$ cat src/rtl/store_check_monitor_if.sv
// Data-memory write-port bundle observed by store_check_monitor.
// The core drives it through master; the monitor only watches through slave.
interface store_check_monitor_if #(
  parameter int ADDR_W = 32,
  parameter int DATA_W = 32
);
  logic              MemWrite;
  logic [ADDR_W-1:0] DataAdr;
  logic [DATA_W-1:0] WriteData;

  modport master (output MemWrite, DataAdr, WriteData);
  modport slave  (input  MemWrite, DataAdr, WriteData);
endinterface

$ cat src/rtl/store_check_monitor.sv
// In-order checker of data-memory stores against a programmable table, with watchdog.
// Define STORE_CHECK_IGNORE_EN to silently skip non-matching stores inside [IGN_LO, IGN_HI].
//
// state  | meaning
// S_IDLE | table programmable, waiting for start
// S_RUN  | checking stores in order, watchdog running
// S_PASS | all active entries matched (sticky)
// S_FAIL | a store mismatched; offending store captured (sticky)
// S_TOUT | watchdog expired before completion (sticky)
module store_check_monitor #(
  parameter int ADDR_W  = 32,
  parameter int DATA_W  = 32,
  parameter int DEPTH   = 4,
  parameter int TIMEOUT = 1000,
  parameter int IGN_LO  = 96,
  parameter int IGN_HI  = 96,
  localparam int IDX_W  = (DEPTH > 1) ? $clog2(DEPTH) : 1,
  localparam int CNT_W  = $clog2(DEPTH) + 1
) (
  input  logic                 clk,
  input  logic                 reset,
  store_check_monitor_if.slave bus,
  input  logic                 cfg_we,
  input  logic [IDX_W-1:0]     cfg_idx,
  input  logic [ADDR_W-1:0]    cfg_adr,
  input  logic [DATA_W-1:0]    cfg_data,
  input  logic [CNT_W-1:0]     cfg_num,
  input  logic                 start,
  output logic                 done,
  output logic                 pass,
  output logic                 fail,
  output logic                 timeout,
  output logic [CNT_W-1:0]     match_cnt,
  output logic [ADDR_W-1:0]    fail_adr,
  output logic [DATA_W-1:0]    fail_data
);

  typedef enum logic [2:0] {S_IDLE, S_RUN, S_PASS, S_FAIL, S_TOUT} state_t;

  // Down-counter holds remaining RUN cycles minus one; expiry is its zero compare.
  localparam int WD_W = (TIMEOUT > 1) ? $clog2(TIMEOUT) : 1;
  localparam logic [WD_W-1:0] WD_LOAD = WD_W'((TIMEOUT > 0) ? TIMEOUT - 1 : 0);

  state_t            state;
  logic [ADDR_W-1:0] exp_adr  [DEPTH];
  logic [DATA_W-1:0] exp_data [DEPTH];
  logic [CNT_W-1:0]  num;
  logic [WD_W-1:0]   wd_cnt;

  logic [ADDR_W-1:0] cur_adr;
  logic [DATA_W-1:0] cur_data;
  logic [CNT_W-1:0]  num_sat;
  logic [CNT_W-1:0]  match_inc;
  logic              hit;
  logic              skip;
  logic              wd_expire;

  always_comb begin
    cur_adr  = '0;
    cur_data = '0;
    for (int i = 0; i < DEPTH; i++) begin
      if (match_cnt == CNT_W'(i)) begin
        cur_adr  = exp_adr[i];
        cur_data = exp_data[i];
      end
    end
  end

  assign num_sat   = (cfg_num > CNT_W'(DEPTH)) ? CNT_W'(DEPTH) : cfg_num;
  assign match_inc = match_cnt + CNT_W'(1);
  assign hit       = (bus.DataAdr == cur_adr) && (bus.WriteData == cur_data);
  assign wd_expire = (TIMEOUT != 0) && (wd_cnt == '0);

`ifdef STORE_CHECK_IGNORE_EN
  assign skip = (bus.DataAdr >= ADDR_W'(IGN_LO)) && (bus.DataAdr <= ADDR_W'(IGN_HI));
`else
  assign skip = 1'b0;
`endif

  always_ff @(posedge clk or negedge reset) begin
    if (!reset) begin
      state     <= S_IDLE;
      num       <= '0;
      wd_cnt    <= '0;
      match_cnt <= '0;
      done      <= 1'b0;
      pass      <= 1'b0;
      fail      <= 1'b0;
      timeout   <= 1'b0;
      fail_adr  <= '0;
      fail_data <= '0;
      for (int i = 0; i < DEPTH; i++) begin
        exp_adr[i]  <= '0;
        exp_data[i] <= '0;
      end
    end else begin
      case (state)
        S_RUN: begin
          if (wd_cnt != '0) wd_cnt <= wd_cnt - WD_W'(1);
          // Priority: final match, then mismatch, then watchdog.
          if (bus.MemWrite && hit) begin
            match_cnt <= match_inc;
            if (match_inc == num) begin
              state <= S_PASS;
              pass  <= 1'b1;
              done  <= 1'b1;
            end else if (wd_expire) begin
              state   <= S_TOUT;
              timeout <= 1'b1;
              done    <= 1'b1;
            end
          end else if (bus.MemWrite && !skip) begin
            state     <= S_FAIL;
            fail      <= 1'b1;
            done      <= 1'b1;
            fail_adr  <= bus.DataAdr;
            fail_data <= bus.WriteData;
          end else if (wd_expire) begin
            state   <= S_TOUT;
            timeout <= 1'b1;
            done    <= 1'b1;
          end
        end
        default: begin
          if (cfg_we) begin
            for (int i = 0; i < DEPTH; i++) begin
              if (cfg_idx == IDX_W'(i)) begin
                exp_adr[i]  <= cfg_adr;
                exp_data[i] <= cfg_data;
              end
            end
          end
          if (start) begin
            num       <= num_sat;
            wd_cnt    <= WD_LOAD;
            match_cnt <= '0;
            fail      <= 1'b0;
            timeout   <= 1'b0;
            fail_adr  <= '0;
            fail_data <= '0;
            if (num_sat == '0) begin
              state <= S_PASS;
              pass  <= 1'b1;
              done  <= 1'b1;
            end else begin
              state <= S_RUN;
              pass  <= 1'b0;
              done  <= 1'b0;
            end
          end
        end
      endcase
    end
  end

endmodule

$ cat src/flat_wrapper.sv
// flat-port wrapper written by rule: the top's interface ports become plain ports
module store_check_monitor_flat 
#(
  parameter int ADDR_W  = 32,
  parameter int DATA_W  = 32,
  parameter int DEPTH   = 4,
  parameter int TIMEOUT = 1000,
  parameter int IGN_LO  = 96,
  parameter int IGN_HI  = 96,
  localparam int IDX_W  = (DEPTH > 1) ? $clog2(DEPTH) : 1,
  localparam int CNT_W  = $clog2(DEPTH) + 1
)
  (clk, reset, cfg_we, cfg_idx, cfg_adr, cfg_data, cfg_num, start, done, pass, fail, timeout, match_cnt, fail_adr, fail_data, bus_MemWrite, bus_DataAdr, bus_WriteData);
  store_check_monitor_if #(.ADDR_W(ADDR_W), .DATA_W(DATA_W)) bus_i ();
  input  logic clk;
  input  logic reset;
  input  logic cfg_we;
  input  logic [IDX_W-1:0] cfg_idx;
  input  logic [ADDR_W-1:0] cfg_adr;
  input  logic [DATA_W-1:0] cfg_data;
  input  logic [CNT_W-1:0] cfg_num;
  input  logic start;
  output logic done;
  output logic pass;
  output logic fail;
  output logic timeout;
  output logic [CNT_W-1:0] match_cnt;
  output logic [ADDR_W-1:0] fail_adr;
  output logic [DATA_W-1:0] fail_data;
  input wire logic [$bits(bus_i.MemWrite)-1:0] bus_MemWrite;
  input wire logic [$bits(bus_i.DataAdr)-1:0] bus_DataAdr;
  input wire logic [$bits(bus_i.WriteData)-1:0] bus_WriteData;
  assign bus_i.MemWrite = bus_MemWrite;
  assign bus_i.DataAdr = bus_DataAdr;
  assign bus_i.WriteData = bus_WriteData;
  store_check_monitor #(.ADDR_W(ADDR_W), .DATA_W(DATA_W), .DEPTH(DEPTH), .TIMEOUT(TIMEOUT), .IGN_LO(IGN_LO), .IGN_HI(IGN_HI)) u_core (.clk(clk), .reset(reset), .bus(bus_i), .cfg_we(cfg_we), .cfg_idx(cfg_idx), .cfg_adr(cfg_adr), .cfg_data(cfg_data), .cfg_num(cfg_num), .start(start), .done(done), .pass(pass), .fail(fail), .timeout(timeout), .match_cnt(match_cnt), .fail_adr(fail_adr), .fail_data(fail_data));
endmodule
$ cat config.mk
export PLATFORM = sky130hd
export DESIGN_NAME = store_check_monitor_flat
export DESIGN_NICKNAME = d
export VERILOG_FILES = /design/src/rtl/store_check_monitor_if.sv /design/src/rtl/store_check_monitor.sv /design/src/flat_wrapper.sv
export SDC_FILE = /design/constraint.sdc
export NUM_CORES = 1
export LEC_CHECK = 0
export CAP_MARGIN = 20
export CORE_UTILIZATION = 30
export CTS_BUF_LIST = sky130_fd_sc_hd__clkbuf_4 sky130_fd_sc_hd__clkbuf_8
export DETAILED_ROUTE_END_ITERATION = 8
export GPL_TIMING_DRIVEN = 0
export PLACE_DENSITY = 0.48
export SETUP_SLACK_MARGIN = 0.4
export SYNTH_ARGS = -nofsm -noshare
export SYNTH_HDL_FRONTEND = slang
export SYNTH_SLANG_ARGS = --single-unit
$ cat constraint.sdc
create_clock -name clk -period 9.4 [get_ports clk]
set_input_delay 1.88 -clock clk [delete_from_list [all_inputs] [get_ports clk]]
set_output_delay 1.88 -clock clk [all_outputs]
set_load 0.005 [all_outputs]
# ---- Word level (Yosys, flattened, before mapping)
# Cells that the tools add are included.
dict set report totals {
  reg_bits 343
  out_inout_bits 71
}
dict set report op_classes {
  n_lt_le_gt_ge 1
  reduce_logical 18
  bitwise 1
  muxes 48
  n_eq_ne 17
  n_addsub 2
}
# operator count
set op_table {}
lappend op_table {{$mux 32} 15}
lappend op_table {{$eq 32x32->1} 2}
lappend op_table {{$mux 10} 3}
lappend op_table {{$mux 3} 10}
lappend op_table {{$reduce_and 3->1} 7}
lappend op_table {{$mux 1} 19}
lappend op_table {{$logic_not 10->1} 1}
lappend op_table {{$reduce_bool 10->1} 1}
lappend op_table {{$sub 10x1->10 const B} 1}
lappend op_table {{$eq 3x1->1 const B} 2}
lappend op_table {{$eq 3x2->1 const B} 2}
lappend op_table {{$logic_not 3->1} 2}
lappend op_table {{$ne 2x1->1 const B} 3}
lappend op_table {{$reduce_and 2->1} 3}
lappend op_table {{$eq 2x2->1 const B} 2}
lappend op_table {{$ne 2x2->1 const B} 2}
lappend op_table {{$add 3x1->3 const B} 1}
lappend op_table {{$eq 3x3->1} 1}
lappend op_table {{$gt 3x3->1 const B} 1}
lappend op_table {{$ne 3x2->1 const B} 1}
lappend op_table {{$ne 3x3->1 const B} 1}
lappend op_table {{$eq 2x1->1 const B} 1}
lappend op_table {{$logic_and 1x1->1} 2}
lappend op_table {{$logic_not 2->1} 1}
lappend op_table {{3 further kinds} 3}

# ---- Longest topological paths before layout
# Gate-level depths: netlist of the first run.
dict set report depth {
  depth_word 10
  ltp_mapped 20
}

# ---- Least setup slack after synthesis of the first run
# Ideal clock, no wire load.
dict set report synth_path {
  path_kind {input to register}
  startpoint {input bus_WriteData[22]}
  endpoint {register u_core.fail}
  required_ns 9.282
  setup_ns 0.118
  setup_slack_ns 4.822
  path_buffers 4
  t_arrival_ns 4.459
  cell_stages 12
  cell_sequence {a21boi_0 a2111oi_2 nand4_1 or3_1 or3_1 or4_1 buf_2 and3_1 clkbuf_1 buf_6 buf_6 a21o_1}
}
dict set report synth_between {
  elab_chain_cells 5
}
# item line
set synth_rtl {}
lappend synth_rtl {{from (decl)} flat_wrapper.sv:32} ;# input wire logic [$bits(bus_i.WriteData)-1:0] bus_WriteData;
lappend synth_rtl {{$eq 32x32->1} store_check_monitor.sv:71} ;# assign hit = (bus.DataAdr == cur_adr) && (bus.WriteData == cur_data);
lappend synth_rtl {{$logic_and 1x1->1} store_check_monitor.sv:71}
lappend synth_rtl {{$logic_and 1x1->1} store_check_monitor.sv:101} ;# if (bus.MemWrite && hit) begin
lappend synth_rtl {{$ne 2x2->1 (no line)} --}
lappend synth_rtl {{$reduce_and 3->1 (no line)} --}
lappend synth_rtl {{to (signal assigned)} store_check_monitor.sv:88} ;# fail <= 1'b0;
lappend synth_rtl {{to (signal assigned)} store_check_monitor.sv:114} ;# fail <= 1'b1;
lappend synth_rtl {{to (signal assigned)} store_check_monitor.sv:137} ;# fail <= 1'b0;
lappend synth_rtl {{to (decl)} store_check_monitor.sv:31} ;# output logic fail,
# No other way between the ends.
# A chain may end at the register's enable or synchronous reset.

# ---- Worst setup path in the final report of the first run
dict set report layout_path {
  startpoint {register u_core.match_cnt[2]}
  endpoint {register u_core.fail_adr[27]}
}
dict set report layout_between {
  elab_chain_cells 10
}
# item line
set layout_rtl {}
lappend layout_rtl {{from (decl)} store_check_monitor.sv:33} ;# output logic [CNT_W-1:0] match_cnt,
lappend layout_rtl {{from (signal assigned)} store_check_monitor.sv:102} ;# match_cnt <= match_inc;
lappend layout_rtl {{$logic_not 3->1} store_check_monitor.sv:62} ;# if (match_cnt == CNT_W'(i)) begin
lappend layout_rtl {{$mux 32 (4 in a row)} store_check_monitor.sv:62}
lappend layout_rtl {{$eq 32x32->1} store_check_monitor.sv:71}
lappend layout_rtl {{$logic_and 1x1->1 *} store_check_monitor.sv:71}
lappend layout_rtl {{$logic_and 1x1->1 *} store_check_monitor.sv:101}
lappend layout_rtl {{$ne 2x2->1 (no line) *} --}
lappend layout_rtl {{$reduce_and 3->1 (no line) *} --}
lappend layout_rtl {{to (signal assigned)} store_check_monitor.sv:116} ;# fail_adr <= bus.DataAdr;
lappend layout_rtl {{to (decl)} store_check_monitor.sv:34} ;# output logic [ADDR_W-1:0] fail_adr,
# Every way passes the cells marked *; elsewhere a longest branch is shown, timed or not.

==> results of run 1 <==
layout make-up:
type / instances / area share, %
Inverter: 94 / 1.61
Clock inverter: 7 / 0.189
Tap cell: 765 / 4.37
Antenna cell: 1 / 0.0114
Buffer: 101 / 2.35
Sequential cell: 343 / 39.2
Clock buffer: 94 / 5.31
Timing Repair Buffer: 219 / 10.4
Multi-Input combinational cell: 1025 / 36.5
where the power goes:
group,total (uW),internal [uW],switching [uW]
clock network,1420,776,648
logic,1970,1090,888
registers,2720,2180,536
cells by family after synthesis:
| logic type | after synthesis | synth area share (%) |
|---|---|---|
| and+or+nand+nor | 355 | 10.7 |
| muxes | 342 | 21.5 |
| buffers and inverters | 195 | 4.97 |
| adders and majority gates | 6 | 0.430 |
| AOI/OAI and AO/OA | 300 | 12.1 |
| xor gates and xnor gates | 22 | 1.10 |
| DFF | 343 | 49.2 |
worst paths after layout:
path	from	endpoint	slack [ns]	cells past startpoint
worst max register to register	u_core.match_cnt[2]	u_core.fail_adr[27]	2.77	21
worst max-delay path	u_core.match_cnt[2]	u_core.fail_adr[27]	2.77	21
worst min-delay path	u_core.wd_cnt[0]	u_core.wd_cnt[0]	0.48	1
min in group asynchronous	reset	u_core.wd_cnt[9]	1.11	1
worst min register to register	u_core.wd_cnt[0]	u_core.wd_cnt[0]	0.48	1
max in group asynchronous	reset	u_core.exp_data[60]	6.99	3
cell usage after synthesis, types with 12 or more instances:
cell type                   number
sky130_fd_sc_hd__nor2b_1        46
sky130_fd_sc_hd__clkbuf_1       54
sky130_fd_sc_hd__nor3_1         13
sky130_fd_sc_hd__a31oi_1        12
sky130_fd_sc_hd__a211oi_1       14
sky130_fd_sc_hd__inv_1          94
sky130_fd_sc_hd__a2111oi_0      23
sky130_fd_sc_hd__mux2i_1        78
sky130_fd_sc_hd__nand3_1        22
sky130_fd_sc_hd__nand3b_1       43
sky130_fd_sc_hd__nand2b_1       16
sky130_fd_sc_hd__buf_2          30
sky130_fd_sc_hd__a21oi_1        80
sky130_fd_sc_hd__xnor2_1        15
sky130_fd_sc_hd__mux2_2        264
sky130_fd_sc_hd__o21ai_0        49
sky130_fd_sc_hd__nand2_1       143
sky130_fd_sc_hd__dfrtp_1       343
sky130_fd_sc_hd__nor2_1         19
through the flow:
stage / instance area (um^2) / hold WS, ns / cells / utilization (%) / power, uW
after floorplan: 17400 / 0.446 / 1563 / - / 3700
after global routing: 21900 / 0.512 / 2649 / 38.0 / 6440
after detailed placement: 20700 / 0.479 / 2547 / 35.9 / 4690
after CTS: 21900 / 0.490 / 2648 / 38.0 / 6130
after global placement: 20500 / 0.462 / 2536 / 35.6 / 4640
final: 21900 / 0.482 / 2649 / 38.0 / 6120
state kept, by name (all words and copies together) (netlist names):
register          cells
u_core.exp_adr      128
u_core.exp_data     128
u_core.fail_adr      32
u_core.fail_data     32
u_core.wd_cnt        10
u_core.match_cnt      3
u_core.num            3
u_core.state          3
u_core.done           1
u_core.fail           1
u_core.pass           1
u_core.timeout        1
worst reg2reg max path: cells and delay by family (launching register included):
kind | cells | cell delay, ns
flops | 1 | 0.41
compound gates | 2 | 0.35
buf+inv | 11 | 3.31
mux | 1 | 0.14
simple gates | 6 | 2.06
fa+ha+maj | 1 | 0.25
layout by cell type (no fill, tap or decap), types with 49 or more instances in the layout:
| cell | synthesis | layout |
|---|---|---|
| sky130_fd_sc_hd__a21oi_1 | 80 | 80 |
| sky130_fd_sc_hd__clkbuf_8 | 0 | 73 |
| sky130_fd_sc_hd__mux2i_1 | 78 | 78 |
| sky130_fd_sc_hd__nand2_1 | 143 | 143 |
| sky130_fd_sc_hd__mux2_2 | 264 | 264 |
| sky130_fd_sc_hd__inv_1 | 94 | 94 |
| sky130_fd_sc_hd__o21ai_0 | 49 | 49 |
| sky130_fd_sc_hd__clkbuf_1 | 54 | 54 |
| sky130_fd_sc_hd__dfrtp_1 | 343 | 343 |
| sky130_fd_sc_hd__clkdlybuf4s50_1 | 0 | 207 |
metal layers:
| metal | vias to the layer above | share of wire (%) |
|---|---|---|
| met4 | 4 | 4.3 |
| met3 | 173 | 6.8 |
| met2 | 673 | 45 |
| met1 | 7612 | 44 |
| li1 | 6247 | - |
| met5 | - | 0.026 |
==> impl_summary.log, run 1 <==
INFO  metric cts_num_sinks = 343
INFO  metric grt_pass1_vias = 14701
INFO  metric floorplan.die.height = 243 um
INFO  metric grt_use_met2 = 42.5%
INFO  metric post-synth-top-area-cell = sky130_fd_sc_hd__dfrtp_1
INFO  metric vias = 14709
INFO  metric grt.busiest_layer = met2
INFO  metric syn-instance-count = 1563
INFO  metric antenna_violations_before_repair = 4
INFO  metric number_of_flops_mapped_to_enable_cells_by_yosys = 0
INFO  metric crit_slowest_cell = sky130_fd_sc_hd__buf_1
INFO  metric cellPowerDensity = 279 mW/mm^2
INFO  metric drc = 0
INFO  metric first_pass_iters = 5
INFO  metric dominant_delay_contributor_by_cell_family_on_the_critical_path = buffers and inverters
INFO  metric arrival = 7.18 ns
INFO  metric core = 0.0576 mm^2
INFO  metric critical_path.endpoint_type = register
INFO  metric worst-slew-pin-transition = 1.20 ns
INFO  metric gp_congestion = 0.969
INFO  metric h-tree-depth = 2
INFO  metric synth-seq-area-share = 49.2%
INFO  metric ordered_list_of_cells_on_the_worst_path = buf_6 > buf_2 > inv_1 > ha_1 > buf_2 > buf_2 > buf_1 > nand2_1 > o311ai_0 > buf_2 > o311ai_0 > nor4_1 > and4_1 > nand4_1 > or4_1 > buf_2 > and3_1 > clkbuf_1 > buf_6 > buf_6 > mux2i_1
INFO  metric root_buffer = sky130_fd_sc_hd__clkbuf_8
INFO  metric mappedNetlistNets = 1707
INFO  metric port_buffers = 208
INFO  metric number_of_resized_instances_in_the_post_cts_repair_step = 0
INFO  metric critPathMaxStageDelay = 0.93 ns
INFO  metric crit_type = reg2reg
INFO  metric synthDistinctLibCells = 72
INFO  metric drt_iter0_markers = 1704
INFO  metric synth_warnings = 0
INFO  metric finalWirelength = 81.7 mm
INFO  metric vdd.ir_drop.worst = 0.000108 V
INFO  metric wl_per_instance = 30.8 um
INFO  metric post_route_cells_drive_above_1_share = 23.2%
INFO  metric crit_top_cell = sky130_fd_sc_hd__buf_2
INFO  metric timing.fmax = 151 MHz
INFO  metric wire_length_of_the_first_global_routing_pass = 114 mm
INFO  metric postcts_setup_bufs = 0
INFO  metric cap_viol_max_count = 0
INFO  metric worst_slack = 2.77 ns
INFO  metric grt.met3_usage = 5.15%
INFO  metric yosys-top-cells-area = sky130_fd_sc_hd__dfrtp_1 49%, sky130_fd_sc_hd__mux2_2 17%, sky130_fd_sc_hd__mux2i_1 4.5%, sky130_fd_sc_hd__nand2_1 3.1%, sky130_fd_sc_hd__a21oi_1 2.3%
INFO  metric antenna_left = 0
INFO  metric outcome = finished, final reports clean
INFO  metric syn_area_per_cell = 11.2 um^2
INFO  metric rsz0062_at_grt = false
INFO  metric clock_tree_from_tritoncts = built
INFO  metric placement_rows = 88
INFO  metric finalSetupTns = 0 ns
INFO  metric clk_transition_reported_paths = 0.06 ns
INFO  metric worst_hold_path_type = reg2reg
INFO  metric timing.slew.headroom = 20.1%
INFO  metric fin_crit = 6.63 ns
INFO  metric yosys_register_bits = 343
INFO  metric fin_skew = 0.0310 ns
INFO  metric regArea = 0.00858 mm^2
INFO  metric min_period_over_period = 70.5%
INFO  metric multi_input_comb_area = 0.00800 mm^2
INFO  metric clk-insertion-delay-late = 0.68 ns
INFO  metric route.detailed.vias_per_inst = 5.55
INFO  metric hpwl = 61.6 mm
INFO  metric holdBufCountCts = 0
INFO  metric place_ws = 2.78 ns
INFO  metric finalMaxSlewViolations = 0
INFO  metric pin_count = 209
INFO  metric clk_path_buf_depth = 3
INFO  metric initial_utilization = 30.3%
INFO  metric mappedNetlistArea = 0.0174 mm^2
INFO  metric synthFlopType = sky130_fd_sc_hd__dfrtp_1
INFO  metric fp.dieArea = 0.0591 mm^2
INFO  metric setup_viol_count_final = 0
INFO  metric die_x = 243 um
INFO  metric grt.overflow.total = 0
INFO  metric path_max_fanout = 10
INFO  metric worst-path-buf-inv = 11
INFO  metric synth_top_area_share = 49.2%
INFO  metric setup.worst_path.start_class = register
INFO  metric synthArstFlopShare = 100%
INFO  metric cts_made_buffers = 61
INFO  metric nets = 1989
INFO  metric worst_ep_required_time = 9.95 ns
INFO  metric nFillCells = 5774
INFO  metric final_hold_viol_count = 0
INFO  metric globalRouteMet1Util = 37.9%
INFO  metric grt_start_max_net_pins = 108
INFO  metric track_usage = 27.5%
INFO  metric synthToLayoutAreaGrowth = 25.5%
INFO  metric p_leak = 0.00927 uW
Power figures use the tool's default switching activity.
==> run 2, diff against run 1 <==
==> constraint.sdc (replaced) <==
create_clock -name clk -period 6.8 [get_ports clk]
set_input_delay 1.36 -clock clk [delete_from_list [all_inputs] [get_ports clk]]
set_output_delay 1.36 -clock clk [all_outputs]
set_load 0.005 [all_outputs]
==> impl_summary.log, run 2 (same netlist as run 1, synthesis figures left out) <==
INFO  metric path_max_fanout = 10
INFO  metric core = 0.0576 mm^2
INFO  metric setup_viol_count_final = 0
INFO  metric design_area = 0.0219 mm^2
INFO  metric clk-insertion-delay-late = 0.68 ns
INFO  metric worst_ep_required_time = 7.35 ns
INFO  metric ordered_list_of_cells_on_the_worst_path = buf_6 > buf_2 > inv_1 > ha_1 > buf_2 > buf_2 > clkdlybuf4s15_2 > nand2_1 > o311ai_0 > buf_2 > o311ai_0 > nor4_1 > and4_1 > nand4_1 > or4_1 > buf_2 > and3_1 > clkbuf_1 > buf_6 > buf_6 > mux2i_1
INFO  metric setup.worst_path.start_class = register
INFO  metric worst_hold_path_type = reg2reg
INFO  metric intPower = 5590 uW
INFO  metric placement_rows = 88
INFO  metric timing.rr.start = u_core.match_cnt[2]
INFO  metric pin_count = 209
INFO  metric first_pass_iters = 5
INFO  metric gp_congestion = 0.969
INFO  metric grt_start_max_net_pins = 108
INFO  metric count_of_cells_along_the_worst_hold_path = 1
INFO  metric power_frac_clock = 23.2%
INFO  metric cts_made_buffers = 61
INFO  metric crit_top_cell = sky130_fd_sc_hd__buf_2
INFO  metric placement.cell_area = 0.0207 mm^2
INFO  metric timing.hold.worst.start = u_core.wd_cnt[0]
INFO  metric die_x = 243 um
INFO  metric timing.reg2reg.setup_slack = 0.48 ns
INFO  metric initial_utilization = 30.3%
INFO  metric post_route_cells_drive_above_1_share = 23.3%
INFO  metric layout.cells.most_common = sky130_fd_sc_hd__dfrtp_1
INFO  metric drt_iter0_markers = 1704
INFO  metric p_switching = 2860 uW
INFO  metric regToRegEndpoint = u_core.fail_adr[27]
INFO  metric fp.dieArea = 0.0591 mm^2
INFO  metric crit_slowest_cell = sky130_fd_sc_hd__or4_1
INFO  metric holdBufCountCts = 0
INFO  metric clk_transition_reported_paths = 0.06 ns
INFO  metric postcts_setup_bufs = 0
INFO  metric h-tree-depth = 2
INFO  metric worst-slew-pin-transition = 1.18 ns
INFO  metric critical_path.endpoint_type = register
INFO  metric port_buffers = 208
INFO  metric worstRegToRegCells = 21
INFO  metric arrival = 6.87 ns
INFO  metric p_comb_share = 32.3%
INFO  metric p_total = 8450 uW
INFO  metric antenna_left = 0
INFO  metric root_buffer = sky130_fd_sc_hd__clkbuf_8
INFO  metric number_of_resized_instances_in_the_post_cts_repair_step = 2
INFO  metric clock_tree_from_tritoncts = built
INFO  metric outcome = finished, final reports clean
INFO  metric hpwl = 61.6 mm
INFO  metric final_hold_viol_count = 0
INFO  metric track_usage = 27.5%
INFO  metric critPathMaxStageDelay = 0.69 ns
INFO  metric finalMaxSlewViolations = 0
INFO  metric floorplan.die.height = 243 um
INFO  metric final_cell_mix = 343 x sky130_fd_sc_hd__dfrtp_1, 264 x sky130_fd_sc_hd__mux2_2, 207 x sky130_fd_sc_hd__clkdlybuf4s50_1
INFO  metric grt.overflow.total = 0
INFO  metric nets = 1989
INFO  metric min_period_over_period = 93.0%
INFO  metric p_leak = 0.00927 uW
INFO  metric synthToLayoutAreaGrowth = 25.5%
INFO  metric top_registers = u_core.exp_adr (128), u_core.exp_data (128)
INFO  metric vias = 14763
INFO  metric crit_type = reg2reg
INFO  metric sw_frac_of_total = 33.9%
INFO  metric cap_viol_max_count = 0
INFO  metric clk_path_buf_depth = 3
INFO  metric wl_per_instance = 30.8 um
INFO  metric finalSetupTns = 0 ns
INFO  metric nFillCells = 5774
INFO  metric wire_length_of_the_first_global_routing_pass = 114 mm
INFO  metric rsz0062_at_grt = false
INFO  metric fin_skew = 0.0310 ns
INFO  metric cts_num_sinks = 343
INFO  metric timing.fmax = 158 MHz
INFO  metric vdd.ir_drop.worst = 0.000150 V
INFO  metric cellPowerDensity = 386 mW/mm^2
INFO  metric timing.slew.headroom = 21.0%
INFO  metric grt_pass1_vias = 14701
INFO  metric fin_crit = 6.32 ns
INFO  metric finalWirelength = 81.6 mm
INFO  metric antenna_violations_before_repair = 4
INFO  metric power.share.sequential = 44.5%
INFO  metric capture_endpoint_of_the_worst_hold_path = u_core.wd_cnt[0]
INFO  metric route.detailed.vias_per_inst = 5.57
INFO  metric drc = 0
-- run 2: how the worst max path moves through the flow --
stage | cells past startpoint | start | to | slack (ns)
after floorplan | 12 | bus_WriteData[22] | u_core.fail | 2.74
after global placement | 1 | reset | u_core.exp_data[15] | -11.28
after detailed placement | 21 | u_core.match_cnt[2] | u_core.fail | 0.23
after CTS | 21 | u_core.match_cnt[2] | u_core.fail | 0.50
after global routing | 21 | u_core.match_cnt[2] | u_core.fail_adr[27] | 0.41
final | 21 | u_core.match_cnt[2] | u_core.fail_adr[27] | 0.48
-- run 2: critical path, delay by kind of cell, from the launching register on --
| family | cells | cell delay (ns) |
|---|---|---|
| adder cells (fa/ha/maj) | 1 | 0.24 |
| buffers and inverters | 11 | 2.99 |
| AO/OA/AOI/OAI | 2 | 0.31 |
| multiplexers | 1 | 0.13 |
| flip-flops | 1 | 0.41 |
| AND/OR/NAND/NOR | 6 | 2.06 |
-- run 2: final cells by class --
type	instances	area (um^2)	area share (%)
diodes	1	2.50	0.0114
inverters	94	353	1.61
well taps	765	957	4.37
repair buffers	219	2280	10.4
clock buffers	94	1160	5.31
multi-input cells	1025	8000	36.5
clock inverters	7	41.3	0.189
flip-flops and latches	343	8580	39.2
plain buffers	101	522	2.38
-- run 2: power by group through the flow --
stage,sequential [uW],clock [uW],combinational (uW)
after floorplan,3460,0,1650
after global placement,3740,0,2670
after detailed placement,3760,0,2720
after CTS,3730,2010,2730
after global routing,3850,2100,2950
final,3760,1970,2730
-- run 2: per-stage QoR --
step	setup WS [ns]	cells	hold slack, ns	util (%)
after floorplan	2.74	1563	0.446	-
after global placement	-11.28	2536	0.462	35.6
after detailed placement	0.229	2547	0.479	35.9
after CTS	0.499	2648	0.490	38.0
after global routing	0.414	2649	0.512	38.0
final	0.479	2649	0.482	38.0
-- run 2: per-layer routing --
| metal | GRT usage (%) | wire length, um |
|---|---|---|
| met1 | 37.9 | 36000 |
| met2 | 42.5 | 36400 |
| met3 | 5.15 | 5800 |
| met4 | 10.9 | 3490 |
| met5 | 0 | 21 |
==> run 3, diff against run 2 <==
--- a/config.mk
+++ b/config.mk
@@ -5,6 +5,7 @@
 export SDC_FILE = /design/constraint.sdc
 export NUM_CORES = 1
 export LEC_CHECK = 0
+export ABC_CLOCK_PERIOD_IN_PS = 6800
 export CAP_MARGIN = 20
 export CORE_UTILIZATION = 30
 export CTS_BUF_LIST = sky130_fd_sc_hd__clkbuf_4 sky130_fd_sc_hd__clkbuf_8
==> results of run 3 <==
The final DEF is identical to that of run 2; final timing and power are the same.
